<file path="config.mk">
export PLATFORM = sky130hd
export DESIGN_NAME = det_share_arb
export DESIGN_NICKNAME = d
export VERILOG_FILES = /design/src/rtl/det_share_arb.sv
export SDC_FILE = /design/constraint.sdc
export NUM_CORES = 1
export LEC_CHECK = 0
export ABC_AREA = 1
export BUFFER_PORTS_ARGS = -buffer_cell sky130_fd_sc_hd__buf_2
export CAP_MARGIN = 20
export CORE_MARGIN = 2
export CORE_UTILIZATION = 55
export CTS_BUF_LIST = sky130_fd_sc_hd__clkbuf_4
export CTS_CLUSTER_SIZE = 16
export DETAILED_ROUTE_END_ITERATION = 6
export PLACE_DENSITY_LB_ADDON = 0.15
export SKIP_LAST_GASP = 1
export SYNTH_ARGS = -nofsm -noshare
export SYNTH_HDL_FRONTEND = slang
export SYNTH_SLANG_ARGS = --single-unit
</file>
<file path="constraint.sdc">
create_clock -name clk -period 2 [get_ports clk]
set_input_delay 0.2 -clock clk [delete_from_list [all_inputs] [get_ports clk]]
set_output_delay 0.2 -clock clk [all_outputs]
set_load 0.03 [all_outputs]
</file>
<file path="src/rtl/det_share_arb.sv">
// ============================================================================
//  Module      : det_share_arb
//  Description : Shares one external serial "done" detector between N word
//                requesters. A round-robin arbiter grants one requester,
//                clears the detector, shifts the granted word MSB-first on
//                det_sin, counts det_done hits over a WIDTH-cycle window
//                delayed by DONE_LAT, and returns the count tagged with the
//                requester index.
//                Optional build macro DET_SHARE_FIRST_POS_EN adds output
//                res_first (window index of the first hit, WIDTH if none).
//  Revision    : 1.0 - initial release
// ============================================================================
`default_nettype none

module det_share_arb #(
    parameter int N        = 4,
    parameter int WIDTH    = 8,
    parameter int DONE_LAT = 1
) (
    input  logic                         clk,
    input  logic                         rst,
    input  logic [N-1:0]                 req_valid,
    output logic [N-1:0]                 req_ready,
    input  logic [N*WIDTH-1:0]           req_data,
    output logic                         det_sin,
    output logic                         det_rst,
    input  logic                         det_done,
    output logic                         res_valid,
    input  logic                         res_ready,
    output logic [$clog2(N)-1:0]         res_id,
    output logic [$clog2(WIDTH+1)-1:0]   res_hits,
    output logic                         busy
`ifdef DET_SHARE_FIRST_POS_EN
    ,
    output logic [$clog2(WIDTH+1)-1:0]   res_first
`endif
);

    // ------------------------------------------------------------------------
    // Derived widths and constants
    // ------------------------------------------------------------------------
    localparam int c_IW = $clog2(N);
    localparam int c_HW = $clog2(WIDTH + 1);
    // Frame timeline counter spans SHIFT and DRAIN: 0 .. WIDTH+DONE_LAT-1
    localparam int c_TW = $clog2(WIDTH + DONE_LAT + 1);

    localparam logic [c_TW-1:0] c_LAST_BIT  = c_TW'(WIDTH - 1);
    localparam logic [c_TW-1:0] c_LAST_T    = c_TW'(WIDTH + DONE_LAT - 1);
    localparam logic [c_TW-1:0] c_WIN_START = c_TW'(DONE_LAT);
    localparam logic [c_IW-1:0] c_PTR_RST   = c_IW'(N - 1);

    typedef enum logic [2:0] {
        S_IDLE   = 3'd0,
        S_CLR    = 3'd1,
        S_SHIFT  = 3'd2,
        S_DRAIN  = 3'd3,
        S_REPORT = 3'd4
    } state_t;

    // ------------------------------------------------------------------------
    // State
    // ------------------------------------------------------------------------
    state_t             r_state;
    logic [c_IW-1:0]    r_ptr;      // last granted requester
    logic [c_IW-1:0]    r_id;       // requester owning the current frame
    logic [WIDTH-1:0]   r_word;     // remaining bits, MSB is next to send
    logic [c_TW-1:0]    r_tcnt;     // cycle index since first SHIFT cycle
    logic [c_HW-1:0]    r_hits;     // hits counted so far in this frame

    // ------------------------------------------------------------------------
    // Combinational helpers
    // ------------------------------------------------------------------------
    logic               w_gnt_found;
    logic [c_IW-1:0]    w_gnt_idx;
    logic [c_IW-1:0]    w_cand;
    logic [WIDTH-1:0]   w_gnt_word;
    logic               w_in_win;
    logic               w_hit;
    logic [c_HW-1:0]    w_hits_next;

    // Round-robin search starting just after the last granted requester
    always_comb begin
        w_gnt_found = 1'b0;
        w_gnt_idx   = '0;
        w_cand      = '0;
        for (int i = 1; i <= N; i++) begin
            w_cand = c_IW'((int'(r_ptr) + i) % N);
            if (!w_gnt_found && req_valid[w_cand]) begin
                w_gnt_found = 1'b1;
                w_gnt_idx   = w_cand;
            end
        end
    end

    // Select the granted requester's word without a variable part-select
    always_comb begin
        w_gnt_word = '0;
        for (int i = 0; i < N; i++) begin
            if (w_gnt_idx == c_IW'(i)) begin
                w_gnt_word = req_data[i*WIDTH +: WIDTH];
            end
        end
    end

    // One-hot accept only while idle; held low while reset is asserted
    always_comb begin
        req_ready = '0;
        if (rst && (r_state == S_IDLE) && w_gnt_found) begin
            req_ready[w_gnt_idx] = 1'b1;
        end
    end

    // Count window: SHIFT cycle k pairs with timeline cycle k+DONE_LAT
    always_comb begin
        w_in_win    = ((r_state == S_SHIFT) || (r_state == S_DRAIN)) &&
                      (r_tcnt >= c_WIN_START);
        w_hit       = w_in_win && det_done;
        w_hits_next = r_hits + {{(c_HW-1){1'b0}}, w_hit};
    end

`ifdef DET_SHARE_FIRST_POS_EN
    localparam logic [c_HW-1:0] c_NO_HIT = c_HW'(WIDTH);

    logic [c_HW-1:0]    r_first;
    logic [c_HW-1:0]    w_k;
    logic [c_HW-1:0]    w_first_next;

    // Window index of the current sample and first-hit capture
    always_comb begin
        w_k          = c_HW'(r_tcnt - c_WIN_START);
        w_first_next = (w_hit && (r_first == c_NO_HIT)) ? w_k : r_first;
    end
`endif

    // ------------------------------------------------------------------------
    // Frame sequencer with registered detector and result outputs
    // ------------------------------------------------------------------------
    always_ff @(posedge clk or negedge rst) begin
        if (!rst) begin
            r_state   <= S_IDLE;
            r_ptr     <= c_PTR_RST;
            r_id      <= '0;
            r_word    <= '0;
            r_tcnt    <= '0;
            r_hits    <= '0;
            det_sin   <= 1'b0;
            det_rst   <= 1'b1;
            res_valid <= 1'b0;
            res_id    <= '0;
            res_hits  <= '0;
            busy      <= 1'b0;
`ifdef DET_SHARE_FIRST_POS_EN
            r_first   <= c_NO_HIT;
            res_first <= c_NO_HIT;
`endif
        end else begin
            case (r_state)
                S_IDLE: begin
                    det_rst <= 1'b1;
                    det_sin <= 1'b0;
                    if (w_gnt_found) begin
                        r_ptr   <= w_gnt_idx;
                        r_id    <= w_gnt_idx;
                        r_word  <= w_gnt_word;
                        busy    <= 1'b1;
                        r_state <= S_CLR;
                    end
                end

                S_CLR: begin
                    // Detector is held in clear this cycle; arm the first bit
                    r_tcnt  <= '0;
                    r_hits  <= '0;
`ifdef DET_SHARE_FIRST_POS_EN
                    r_first <= c_NO_HIT;
`endif
                    det_rst <= 1'b0;
                    det_sin <= r_word[WIDTH-1];
                    r_word  <= {r_word[WIDTH-2:0], 1'b0};
                    r_state <= S_SHIFT;
                end

                S_SHIFT: begin
                    r_tcnt  <= r_tcnt + 1'b1;
                    r_hits  <= w_hits_next;
`ifdef DET_SHARE_FIRST_POS_EN
                    r_first <= w_first_next;
`endif
                    if (r_tcnt == c_LAST_BIT) begin
                        det_sin <= 1'b0;
                        if (DONE_LAT == 0) begin
                            // No pipeline to drain: the window closes now
                            det_rst   <= 1'b1;
                            res_valid <= 1'b1;
                            res_id    <= r_id;
                            res_hits  <= w_hits_next;
`ifdef DET_SHARE_FIRST_POS_EN
                            res_first <= w_first_next;
`endif
                            r_state   <= S_REPORT;
                        end else begin
                            r_state   <= S_DRAIN;
                        end
                    end else begin
                        det_sin <= r_word[WIDTH-1];
                        r_word  <= {r_word[WIDTH-2:0], 1'b0};
                    end
                end

                S_DRAIN: begin
                    // Collect the detector responses still in flight
                    det_sin <= 1'b0;
                    r_tcnt  <= r_tcnt + 1'b1;
                    r_hits  <= w_hits_next;
`ifdef DET_SHARE_FIRST_POS_EN
                    r_first <= w_first_next;
`endif
                    if (r_tcnt == c_LAST_T) begin
                        det_rst   <= 1'b1;
                        res_valid <= 1'b1;
                        res_id    <= r_id;
                        res_hits  <= w_hits_next;
`ifdef DET_SHARE_FIRST_POS_EN
                        res_first <= w_first_next;
`endif
                        r_state   <= S_REPORT;
                    end
                end

                S_REPORT: begin
                    // Result held until accepted; no grant in the accept cycle
                    det_rst <= 1'b1;
                    det_sin <= 1'b0;
                    if (res_ready) begin
                        res_valid <= 1'b0;
                        busy      <= 1'b0;
                        r_state   <= S_IDLE;
                    end
                end

                default: begin
                    det_rst   <= 1'b1;
                    det_sin   <= 1'b0;
                    res_valid <= 1'b0;
                    busy      <= 1'b0;
                    r_state   <= S_IDLE;
                end
            endcase
        end
    end

endmodule

`default_nettype wire

</file>
# Word level (Yosys, flattened, before mapping)
# Cells that the tools add are included.
# totals
regBits,33
input_bits,40
output_inout_bits,14
wordCells,109
# classes
add_sub_neg,6
order_cmp,7
n_eq_ne,14
mux,41
n_bitwise,3
n_reduce_logical,26
# op_table
op,count
8-bit 2-to-1 mux,6
8-bit case mux with 3 select lines,1
4-bit case mux with 2 select lines,2
"2-bit by 3-bit < comparator with 1-bit output, second input constant",5
3-bit case mux with 5 select lines,1
1-bit 2-to-1 mux,13
3-bit 2-to-1 mux,4
1-bit case mux with 3 select lines,3
3-bit AND reduction,3
1-bit binary-select mux with 2-bit select,4
1-bit logical AND,8
2-bit 2-to-1 mux,4
"3-bit by 2-bit equality test with 1-bit output, second input constant",2
"2-bit != test, second input constant",3
2-bit AND reduction,3
3-bit OR reduction,2
"2-bit by 1-bit adder with 2-bit output, second input constant",2
"2-bit adder, second input constant",2
4-bit by 1-bit adder with 4-bit output,1
"4-bit by 1-bit adder with 4-bit output, second input constant",1
"2-bit equality test, second input constant",2
"4-bit by 3-bit equality test with 1-bit output, second input constant",1
"4-bit equality test, second input constant",1
"4-bit by 1-bit >= comparator with 1-bit output, second input constant",1
17 further kinds,22

# Longest topological paths before layout
# Gate-level depths: netlist (run 1).
# logic_depth
depth_word,20
ltp_mapped,17
depth_no_buf,17

# Least setup slack after synthesis (run 1)
# No wires, ideal clock.
# synth_path
kind,register to output
from,register r_ptr[0]
to,output port req_ready[2]
arrival_time_ps,2142
required_ps,1800
slack_ps,-342
path_stages_with_launch,11
n_path_buf,2
path_cell_list,dfstp_2 > buf_6 > nand2_1 > nand3_1 > nand2_1 > nor2_4 > nand3b_2 > nand2_4 > buf_8 > inv_4 > nor3_1
# synth_via
elab_chain_cells,18
elab_cells_between_ends,33
classes_between,add/sub: 4; order compare: 2; mux: 19; reduce/logical: 8
# synth_rtl
item,line_no,rtl
start: declaration,64,logic [c_IW-1:0] r_ptr;
start signal: assignment,141,r_ptr <= c_PTR_RST;
start signal: assignment,162,r_ptr <= w_gnt_idx;
2-bit by 1-bit adder with 2-bit output,87,w_cand = c_IW'((int'(r_ptr) + i) % N);
1-bit binary-select mux with 2-bit select,88,if (!w_gnt_found && req_valid[w_cand]) begin
1-bit 2-to-1 mux (not written as such),88,
1-bit 2-to-1 mux,88,
1-bit zero test,88,
1-bit logical AND,88,
1-bit 2-to-1 mux,88,
1-bit zero test,88,
[2 not listed],--,
1-bit zero test,88,
1-bit logical AND,88,
2-bit 2-to-1 mux,88,
2-bit by 3-bit < comparator with 1-bit output (not written as such) or 2-bit by 1-bit >= comparator with 1-bit output (tied branches),109,req_ready[w_gnt_idx] = 1'b1;
1-bit logical AND (not written as such),109,
1-bit 2-to-1 mux (not written as such),109,
1-bit demux with 2-bit select,109,
4-bit 2-to-1 mux (*),108,if (rst && (r_state == S_IDLE) && w_gnt_found) begin
end: declaration,23,"output logic [N-1:0] req_ready,"
# Mark *: on every way between the ends. The rest lies on a longest branch, timed or not. The select of a mux whose other input is x is not followed.

# Worst setup path in the final report (run 1)
# layout_path
from,register r_ptr[0]
to,output port req_ready[1]
# Same word-level chain as after synthesis.

==> results.md, run 1 <==
* H-tree levels at 2
* Most used cell, CP: nand2_2
* Clock buffer depth at 2
* Final ANT Viol Nets at 0
* Iter 0 DRT Violations at 145
* Gp weighted congestion at 0.8863
* Die Y-Extent at 66.74 µm
* Final #Nets at 447
* Critical path's top delay family: simple AND/OR/NAND/NOR gates
* Min Tclk post-route at 2.488 ns
* First drt pass iteration count at 4
* Critical path start-end classification: flip-flop to output pin
* Vias per Instance at 5.266
* Commonest non-fill, non-tap cell in the layout: nand2_1
* Setup WS post-layout at -0.4877 ns
* CP Data Arrival Time at 2.29 ns
* Most frequent cells in the layout: nand2_1, buf_2, inv_1
* Num ports at 54
* Worst path slowest cell: dfstp_2
* Cell area after placement at 0.002695 mm²
* PortBufs at 53
* Synth area leader: dfrtp_1
* Max cap viols at 0
* RSZ-0062 raised after global routing: yes
* ANT cells at 0
* Number of core rows at 22
* Crit-path cells: inv_4, nand2_1, nand2_2, nand2_2, nand2_4, nor2_4, nand2_2, nor2_2, inv_1, nand2_2, inv_2, nand2_4, nor3_2, buf_4
* Root buffer cell: clkbuf_4
* Syn nets at 350
* Post-route cell area at 0.003047 mm²
* Starting Density at 58.25%
* Total CTS buffers at 5
* Worst hold path type: input port to flip-flop
* Max-slew violations at 0
* Fillers at 248
* Die Width at 66.74 µm
* Final HPWL DP at 4.038 mm
* Die area at 0.004454 mm²
* DRC at 0
* Worst-Margin Slew at 0.5681 ns
* Vias at 2375
* Core Area at 0.003716 mm²
* Top-area cell type share of the netlist area at 34.68%
* Largest net degree at the start of global routing at 34
* CP Launch Type: flip-flop
* Buffers and inverters on the worst path at 4
* Setup violations, final at 17
* WP data required at 1.80 ns
* TritonCTS clock tree: yes
* Synth unique cells at 34
* Outcome: finished, violations left
* Wirelength per Cell at 13.63 µm
* Area delta synth->final at 40.75%
* Layout cells sized above 1 at 40.20%
* Largest cells by area after synthesis: dfrtp_1, nand2_1, inv_1, o21ai_0, nor2_1
* Failing checks: setup timing
* Ys Warns at 0
* Gate Count Post-Synth at 305
* Share of the yosys chip area belonging to registers at 38.32%
* Worst slew margin at 61.84%
* Hold Vio Cnt, Final at 0
* Final Skew at 0.01043 ns
* GRT Total Usage at 28.85%
* #FFs+latches synth at 33
* Post-Syn Area per Cell at 7.097 µm²
* Critical Path Fanout Max at 7
* Worst setup EP type: output pin
* Post-Route WL at 6.149 mm
* Global route overflow at 0
* Vias in the first global route at 2269
* Initial antenna violation count at 0
* Max stage delay on crit path at 0.61 ns
* Cell Area, Synth at 0.002165 mm²
* Clock Sinks at 33
* First-pass GRT wire length at 9.791 mm
* Clk_lat worst skew at 0.34 ns
* Final period util at 124.4%
* Fmax at 402.0 MHz
* Worst-path clk slew at 0.10 ns
==> repair_timing <==
action,4_1_cts,5_1_grt
pin swaps,13,19
gates resized for setup,27,29
gates cloned,0,1
hold endpoints to repair,30,0
hold buffers,1,0
buffers inserted,6,5
setup endpoints to repair,12,26
==> area by class of cell <==
cell class / instances / area (µm²) / area share (%)
Clock buffer: 6 / 45.04 / 1.478
Multi-Input combinational cell: 221 / 1259 / 41.31
Timing Repair Buffer: 96 / 643.1 / 21.11
Inverter: 45 / 176.4 / 5.791
Sequential cell: 33 / 829.5 / 27.23
Clock inverter: 2 / 33.78 / 1.109
Tap cell: 48 / 60.06 / 1.971
==> Yosys cell counts <==
cell type and instances:
buf_2 4, inv_2 2, nand4_4 1, dfstp_2 3, nand3_1 17, a21oi_1 5
a21boi_0 1, nor2_4 1, nand3b_2 1, nor2_1 24, xor2_1 2, nand2_4 1
nor4_2 1, o22ai_1 2, nor3_1 5, or2_2 1, nand2_2 4, inv_4 1
o211ai_1 2, buf_8 1, buf_6 2, o21ai_1 4, inv_1 42, nand3_2 1
o21ai_0 23, nor2_2 1, a31oi_1 1, a21oi_2 5, nand2_1 100, ha_1 5
nand4_1 10, nor2_8 1, o31ai_1 1, dfrtp_1 30
==> registers in the layout (all words and copies together) (netlist names) <==
| register | flops |
|---|---|
| busy | 1 |
| det_rst | 1 |
| det_sin | 1 |
| r_hits | 4 |
| r_id | 2 |
| r_ptr | 2 |
| r_state | 3 |
| r_tcnt | 4 |
| r_word | 8 |
| res_hits | 4 |
| res_id | 2 |
| res_valid | 1 |
==> per-stage QoR <==
| stage | cells | TNS (ns) | utilization [%] | setup slack, ns | hold slack [ns] |
|---|---|---|---|---|---|
| 2_1_floorplan | 305 | -0.3153 | - | -0.1051 | -0.09559 |
| 3_3_place_gp | 430 | -0.7504 | 72.53 | -0.1044 | 0.2969 |
| 3_5_place_dp | 430 | -1.320 | 72.53 | -0.1412 | 0.2998 |
| 4_1_cts | 445 | -3.343 | 78.45 | -0.3936 | 0.1124 |
| 5_1_grt | 451 | -7.512 | 81.99 | -0.6163 | 0.1406 |
| 6_report | 451 | -5.497 | 81.99 | -0.4877 | 0.1190 |
==> metal layers <==
layer	up-vias	wire (µm)	share of wire (%)	GRT usage (%)
li1	1173	-	-	-
met1	1083	2483	40	35.71
met2	108	3093	50	51.13
met3	11	446	7.3	4.730
met4	0	125	2.0	8.929
met5	-	0	0	0
==> final timing paths <==
kind,startpoint,end,slack (ns),cells after the start
max,r_ptr[0],req_ready[1],-0.49,14
min,req_data[24],r_word[0],0.12,3
max reg2reg,r_ptr[0],r_word[7],-0.42,18
min reg2reg,res_hits[2],res_hits[2],0.49,2
max in group asynchronous,rst,det_rst,1.18,3
min in group asynchronous,rst,res_hits[3],0.48,3
==> cells by family after synthesis <==
| kind of cell | Yosys count | synth area share, % |
|---|---|---|
| AOI/OAI and AO/OA | 44 | 11.68 |
| xor gates and xnor gates | 2 | 0.8094 |
| adders and majority gates | 5 | 2.890 |
| buffers and inverters | 52 | 10.58 |
| DFF | 33 | 38.32 |
| and+or+nand+nor | 169 | 35.72 |
==> tightest hold or removal path, cell delays in order <==
cell and delay, ns:
buf_2 0.08, o211ai_1 0.09, nand2_1 0.06
Power of run 1 is not shown: default switching activity piles up to over one toggle a cycle in this logic, so the estimate is an artifact.
==> run 2, diff against run 1 <==
--- a/config.mk
+++ b/config.mk
@@ -6,13 +6,13 @@
 export NUM_CORES = 1
 export LEC_CHECK = 0
 export ABC_AREA = 1
-export BUFFER_PORTS_ARGS = -buffer_cell sky130_fd_sc_hd__buf_2
 export CAP_MARGIN = 20
 export CORE_MARGIN = 2
-export CORE_UTILIZATION = 55
+export CORE_UTILIZATION = 60
 export CTS_BUF_LIST = sky130_fd_sc_hd__clkbuf_4
 export CTS_CLUSTER_SIZE = 16
 export DETAILED_ROUTE_END_ITERATION = 6
+export DONT_BUFFER_PORTS = 1
 export PLACE_DENSITY_LB_ADDON = 0.15
 export SKIP_LAST_GASP = 1
 export SYNTH_ARGS = -nofsm -noshare
==> constraint.sdc (replaced) <==
create_clock -name clk -period 3.2 [get_ports clk]
set_input_delay 0.32 -clock clk [delete_from_list [all_inputs] [get_ports clk]]
set_output_delay 0.32 -clock clk [all_outputs]
set_load 0.03 [all_outputs]
==> run 2 against run 1 <==
Net effect:
- the flow now finishes without violations
- via count fell by 18%
- global-route usage is 3.9 points lower
- cell area shrank 25%
- highest routed layer unchanged
- register-to-register slack gained 1.1 ns
- critical path depth shrank 3
==> results.md, run 2 (synthesis results as in run 1) <==
* Starting Density at 63.86%
* Worst slew margin at 74.60%
* Area delta synth->final at 5.202%
* WP data required at 2.88 ns
* Root buffer cell: clkbuf_4
* Clk_lat worst skew at 0.33 ns
* Core Area at 0.003390 mm²
* First drt pass iteration count at 4
* Worst setup EP type: output pin
* Global route overflow at 0
* Die Width at 64.07 µm
* DRC at 0
* Final Skew at 0.008856 ns
* Num ports at 54
* Clock buffer depth at 2
* Total CTS buffers at 5
* CP Data Arrival Time at 2.62 ns
* Setup violations, final at 0
* First-pass GRT wire length at 7.983 mm
* Iter 0 DRT Violations at 120
* Reg with most FFs: r_word
* RSZ-0062 raised after global routing: no
* Commonest non-fill, non-tap cell in the layout: nand2_1
* Vias in the first global route at 1867
* Final ANT Viol Nets at 0
* Max cap viols at 0
* Die Y-Extent at 64.07 µm
* Worst-Margin Slew at 0.3800 ns
* Final #Nets at 356
* Die area at 0.004104 mm²
* H-tree levels at 2
* Outcome: complete, no violations
* Fmax at 339.9 MHz
* Hold Vio Cnt, Final at 0
* Critical Path Fanout Max at 11
* Max reg flops at 8
* GRT Total Usage at 24.96%
* PortBufs at 0
* Most frequent cells in the layout: nand2_1, inv_1, dfrtp_1
* Fin util at 67.18%
* Final HPWL DP at 3.453 mm
* Gp weighted congestion at 0.9483
* Initial antenna violation count at 0
* Largest net degree at the start of global routing at 34
* Post CTS Setup Buffer Count at 0
* Clock Sinks at 33
* TritonCTS clock tree: yes
* Final period util at 91.95%
* Critical path start-end classification: flip-flop to output pin
* Post-Route WL at 4.545 mm
* Worst-path clk slew at 0.10 ns
* Wirelength per Cell at 12.70 µm
* Vias at 1958
* CP Launch Type: flip-flop
* Max-slew violations at 0
* Worst hold path type: input port to flip-flop
* ANT cells at 0
* Post-route setup TNS at 0 ns
* Number of core rows at 21
* Vias per Instance at 5.469
* Layout cells sized above 1 at 11.54%
* Min Tclk post-route at 2.942 ns
-- run 2: changes by cell type in the layout (fill, tap and decap cells not counted), sizes merged --
cell,previous run,this run
buf,95,5
clkinv,1,3
bufinv,1,0
clkbuf,6,5
nand2,106,105
-- run 2: critical path, cell delays in order, from the launching register on --
cell and delay, ns:
dfstp_2 0.68, inv_2 0.13, nand2_1 0.08, nand2_1 0.08, nand2_1 0.11, nand2_2 0.09
nand2_1 0.09, inv_1 0.05, a21oi_2 0.13, nand3_2 0.28, nor3_1 0.34, buf_4 0.22
-- run 2: layout make-up --
class | instances | area (µm²)
Fill cell | 301 | 1112
Timing Repair Buffer | 6 | 60.06
Sequential cell | 33 | 829.5
Multi-Input combinational cell | 220 | 1109
Clock buffer | 5 | 37.54
Inverter | 45 | 171.4
Clock inverter | 3 | 12.51
Tap cell | 46 | 57.56
-- run 2: per-layer routing --
metal / track usage, % / share of wire (%) / routed length [µm]
met1: 31.05 / 44 / 2020
met4: 8.152 / 1.8 / 82
met2: 42.97 / 47 / 2124
met3: 5.282 / 7.0 / 317
met5: 0 / 0 / 0
-- run 2: path summary, 6_finish.rpt --
| check | startpoint | to | slack [ns] | cells past startpoint |
|---|---|---|---|---|
| worst max-delay path | r_ptr[0] | req_ready[0] | 0.26 | 11 |
| worst min-delay path | req_data[24] | r_word[0] | 0.17 | 2 |
| worst max register to register | r_ptr[0] | r_word[1] | 0.64 | 17 |
| worst min register to register | r_word[1] | r_word[1] | 0.49 | 2 |
| max in group asynchronous | rst | r_ptr[0] | 2.52 | 2 |
| min in group asynchronous | rst | res_hits[0] | 0.43 | 2 |
-- run 2: through the flow --
stage | setup WS (ns) | std cells | cell area (µm²) | hold WS, ns
floorplan | 0.7376 | 305 | 2165 | 0.02441
global placement | 0.6281 | 348 | 2195 | 0.02524
detailed placement | 0.5514 | 348 | 2195 | 0.02522
CTS | 0.1690 | 358 | 2275 | 0.1617
global route | 0.006861 | 358 | 2277 | 0.1936
finish | 0.2577 | 358 | 2277 | 0.1692
-- run 2: what timing repair did --
item	in CTS	in global routing
setup endpoints to repair	0	1
endpoints found under the hold margin	33	0
gates resized for setup	0	1
hold buffers	2	0
Power of run 2 is left out for the same reason.
==> run 3, diff against run 2 <==
--- a/config.mk
+++ b/config.mk
@@ -8,8 +8,8 @@
 export ABC_AREA = 1
 export CAP_MARGIN = 20
 export CORE_MARGIN = 2
-export CORE_UTILIZATION = 60
-export CTS_BUF_LIST = sky130_fd_sc_hd__clkbuf_4
+export CORE_UTILIZATION = 43
+export CTS_BUF_LIST = sky130_fd_sc_hd__clkbuf_8
 export CTS_CLUSTER_SIZE = 16
 export DETAILED_ROUTE_END_ITERATION = 6
 export DONT_BUFFER_PORTS = 1
==> run 3 against run 2 <==
Net effect:
- critical path depth unchanged
- via count decreased by 3.3%
- first-iteration DRC count is 38% lower
- die area is 37% higher
- worst setup slack improved by 0.11 ns
- cell area up 4.1%
==> results.md, run 3 (synthesis results as in run 1) <==
* Wire length on met1 at 2.162 mm
* Most frequent cells in the layout: nand2_1, inv_1, dfrtp_1
* Clock buffer depth at 2
* Clock Sinks at 33
* PortBufs at 0
* Multi-input logic area at 0.001109 mm²
* Final #Nets at 356
* Storage cell area at 829.5 µm²
* Hold depth at 2
* Gp weighted congestion at 0.8023
* Vias in the first global route at 1883
* Commonest non-fill, non-tap cell in the layout: nand2_1
* Critical Path Fanout Max at 11
* P_leak at 1.235 nW
* Final ANT Viol Nets at 0
* Fmax at 352.7 MHz
* Starting Density at 45.23%
* Routed length on met3 at 319 µm
* Global route overflow at 0
* Min Tclk post-route at 2.836 ns
* Post-route setup TNS at 0 ns
* Initial antenna violation count at 0
* First-pass GRT wire length at 8.190 mm
* Final period util at 88.61%
* R2R Setup Slk at 0.69 ns
* Die Width at 74.95 µm
* Clk_lat worst skew at 0.29 ns
* First drt pass iteration count at 5
* Setup violations, final at 0
* DRC at 0
* Part of the power in combinational logic at 60.3%
* Critical path start-end classification: flip-flop to output pin
* Worst Hold Launch: req_data[24]
* Root buffer cell: clkbuf_8
* P_sw at 1.705 mW
* Area delta synth->final at 9.480%
* Final HPWL DP at 3.678 mm
* Vias per Instance at 4.995
* ANT cells at 0
* Highest routed metal layer: met4
* H-tree levels at 2
* GRT Total Usage at 19.21%
* Worst setup EP type: output pin
* Flop pwr share at 27.1%
* Hold EP: r_word[0]
* Core Area at 0.004786 mm²
* TritonCTS clock tree: yes
* Die Y-Extent at 74.95 µm
* Hold Vio Cnt, Final at 0
* Outcome: complete, no violations
* Internal Power at 1.503 mW
* Wirelength per Cell at 12.68 µm
* Met2 WL at 2.252 mm
* Worst-Margin Slew at 0.3651 ns
* WP data required at 2.88 ns
* Worst slew margin at 75.60%
* CP Launch Type: flip-flop
* Iter 0 DRT Violations at 74
* R2R depth at 17
* Setup WS post-layout at 0.3644 ns
* Pre-CTS setup slack at 0.5809 ns
* Number of core rows at 25
* Worst R2R End: r_word[3]
* Layout cells sized above 1 at 11.86%
* Post-Route WL at 4.806 mm
* Reg with most FFs: r_word
* Worst hold path type: input port to flip-flop
* Num ports at 54
* Max cap viols at 0
* Max-slew violations at 0
* Max reg flops at 8
* Worst-path clk slew at 0.07 ns
* PD cells at 1354 mW/mm²
* Fillers at 493
* Total CTS buffers at 5
* Final Skew at 0.005001 ns
* Vias at 1893
* Sw frac at 53.14%
* CP Data Arrival Time at 2.52 ns
* Clock network fraction of design power at 12.6%
* R2R Path Start: r_ptr[0]
* VDD IR max at 0.0007828 V
* Largest net degree at the start of global routing at 34
* Die area at 0.005618 mm²
* RSZ-0062 raised after global routing: no
[run 3: cell types whose count changed in the layout (fill, tap and decap cells not counted)]
cell,previous run,this run
clkbuf_4,5,0
inv_1,42,43
clkinv_2,1,0
clkbuf_8,0,6
bufinv_16,0,1
clkinv_1,2,0
[run 3: power by group through the flow]
stage	Combinational [mW]	Sequential [mW]	Clock, mW
detailed placement	1.92	0.878	0
global route	2.26	0.898	0.436
global placement	1.91	0.873	0
floorplan	1.71	0.820	0
finish	1.93	0.868	0.406
CTS	1.94	0.870	0.418
[run 3: area by class of cell]
cell class / instances / area share [%]
Clock buffer: 6 / 3.485
Clock inverter: 2 / 1.426
Multi-Input combinational cell: 220 / 46.78
Timing Repair Buffer: 6 / 2.534
Tap cell: 67 / 3.537
Inverter: 45 / 7.233
Sequential cell: 33 / 35.01
[run 3: worst max-delay path by stage]
stage / start / end / slack (ns) / cells after the start
finish: r_ptr[0] / req_ready[3] / 0.36 / 11
global route: r_ptr[0] / req_ready[3] / 0.09 / 11
floorplan: r_ptr[0] / req_ready[2] / 0.74 / 10
CTS: r_ptr[0] / req_ready[3] / 0.26 / 11
global placement: r_ptr[0] / req_ready[3] / 0.60 / 11
detailed placement: r_ptr[0] / req_ready[3] / 0.58 / 11
[run 3: per-layer routing]
layer / GRT usage [%] / vias up
met5: 0 / -
met4: 7.143 / 0
met3: 3.614 / 6
met2: 33.04 / 64
met1: 23.91 / 838
li1: - / 985
[run 3: critical path, stage by stage (launching register included)]
cell	delay, ns
dfstp_2	0.67
inv_2	0.13
nand2_1	0.08
nand2_1	0.08
nand2_1	0.11
nand2_2	0.08
nor2_4	0.14
nand3_1	0.15
nand3_2	0.27
nand2_2	0.20
nor2_1	0.15
buf_4	0.17
[run 3: what timing repair did]
item	CTS	global route
hold buffers	2	0
buffers inserted	0	0
endpoints found under the setup margin	0	1
hold endpoints to repair	33	0
gates resized for setup	0	1
[run 3: metrics by stage]
step | std cells | area (µm²) | util (%) | hold slack [ns] | power, mW
after floorplan | 305 | 2165 | - | 0.02441 | 2.530
after CTS | 379 | 2367 | 49.46 | 0.1978 | 3.228
after detailed placement | 369 | 2221 | 46.41 | 0.02523 | 2.794
after global routing | 379 | 2370 | 49.52 | 0.2130 | 3.599
final | 379 | 2370 | 49.52 | 0.2072 | 3.208
after global placement | 369 | 2221 | 46.41 | 0.02515 | 2.784
Note: power is estimated with default switching activity, not from simulation.
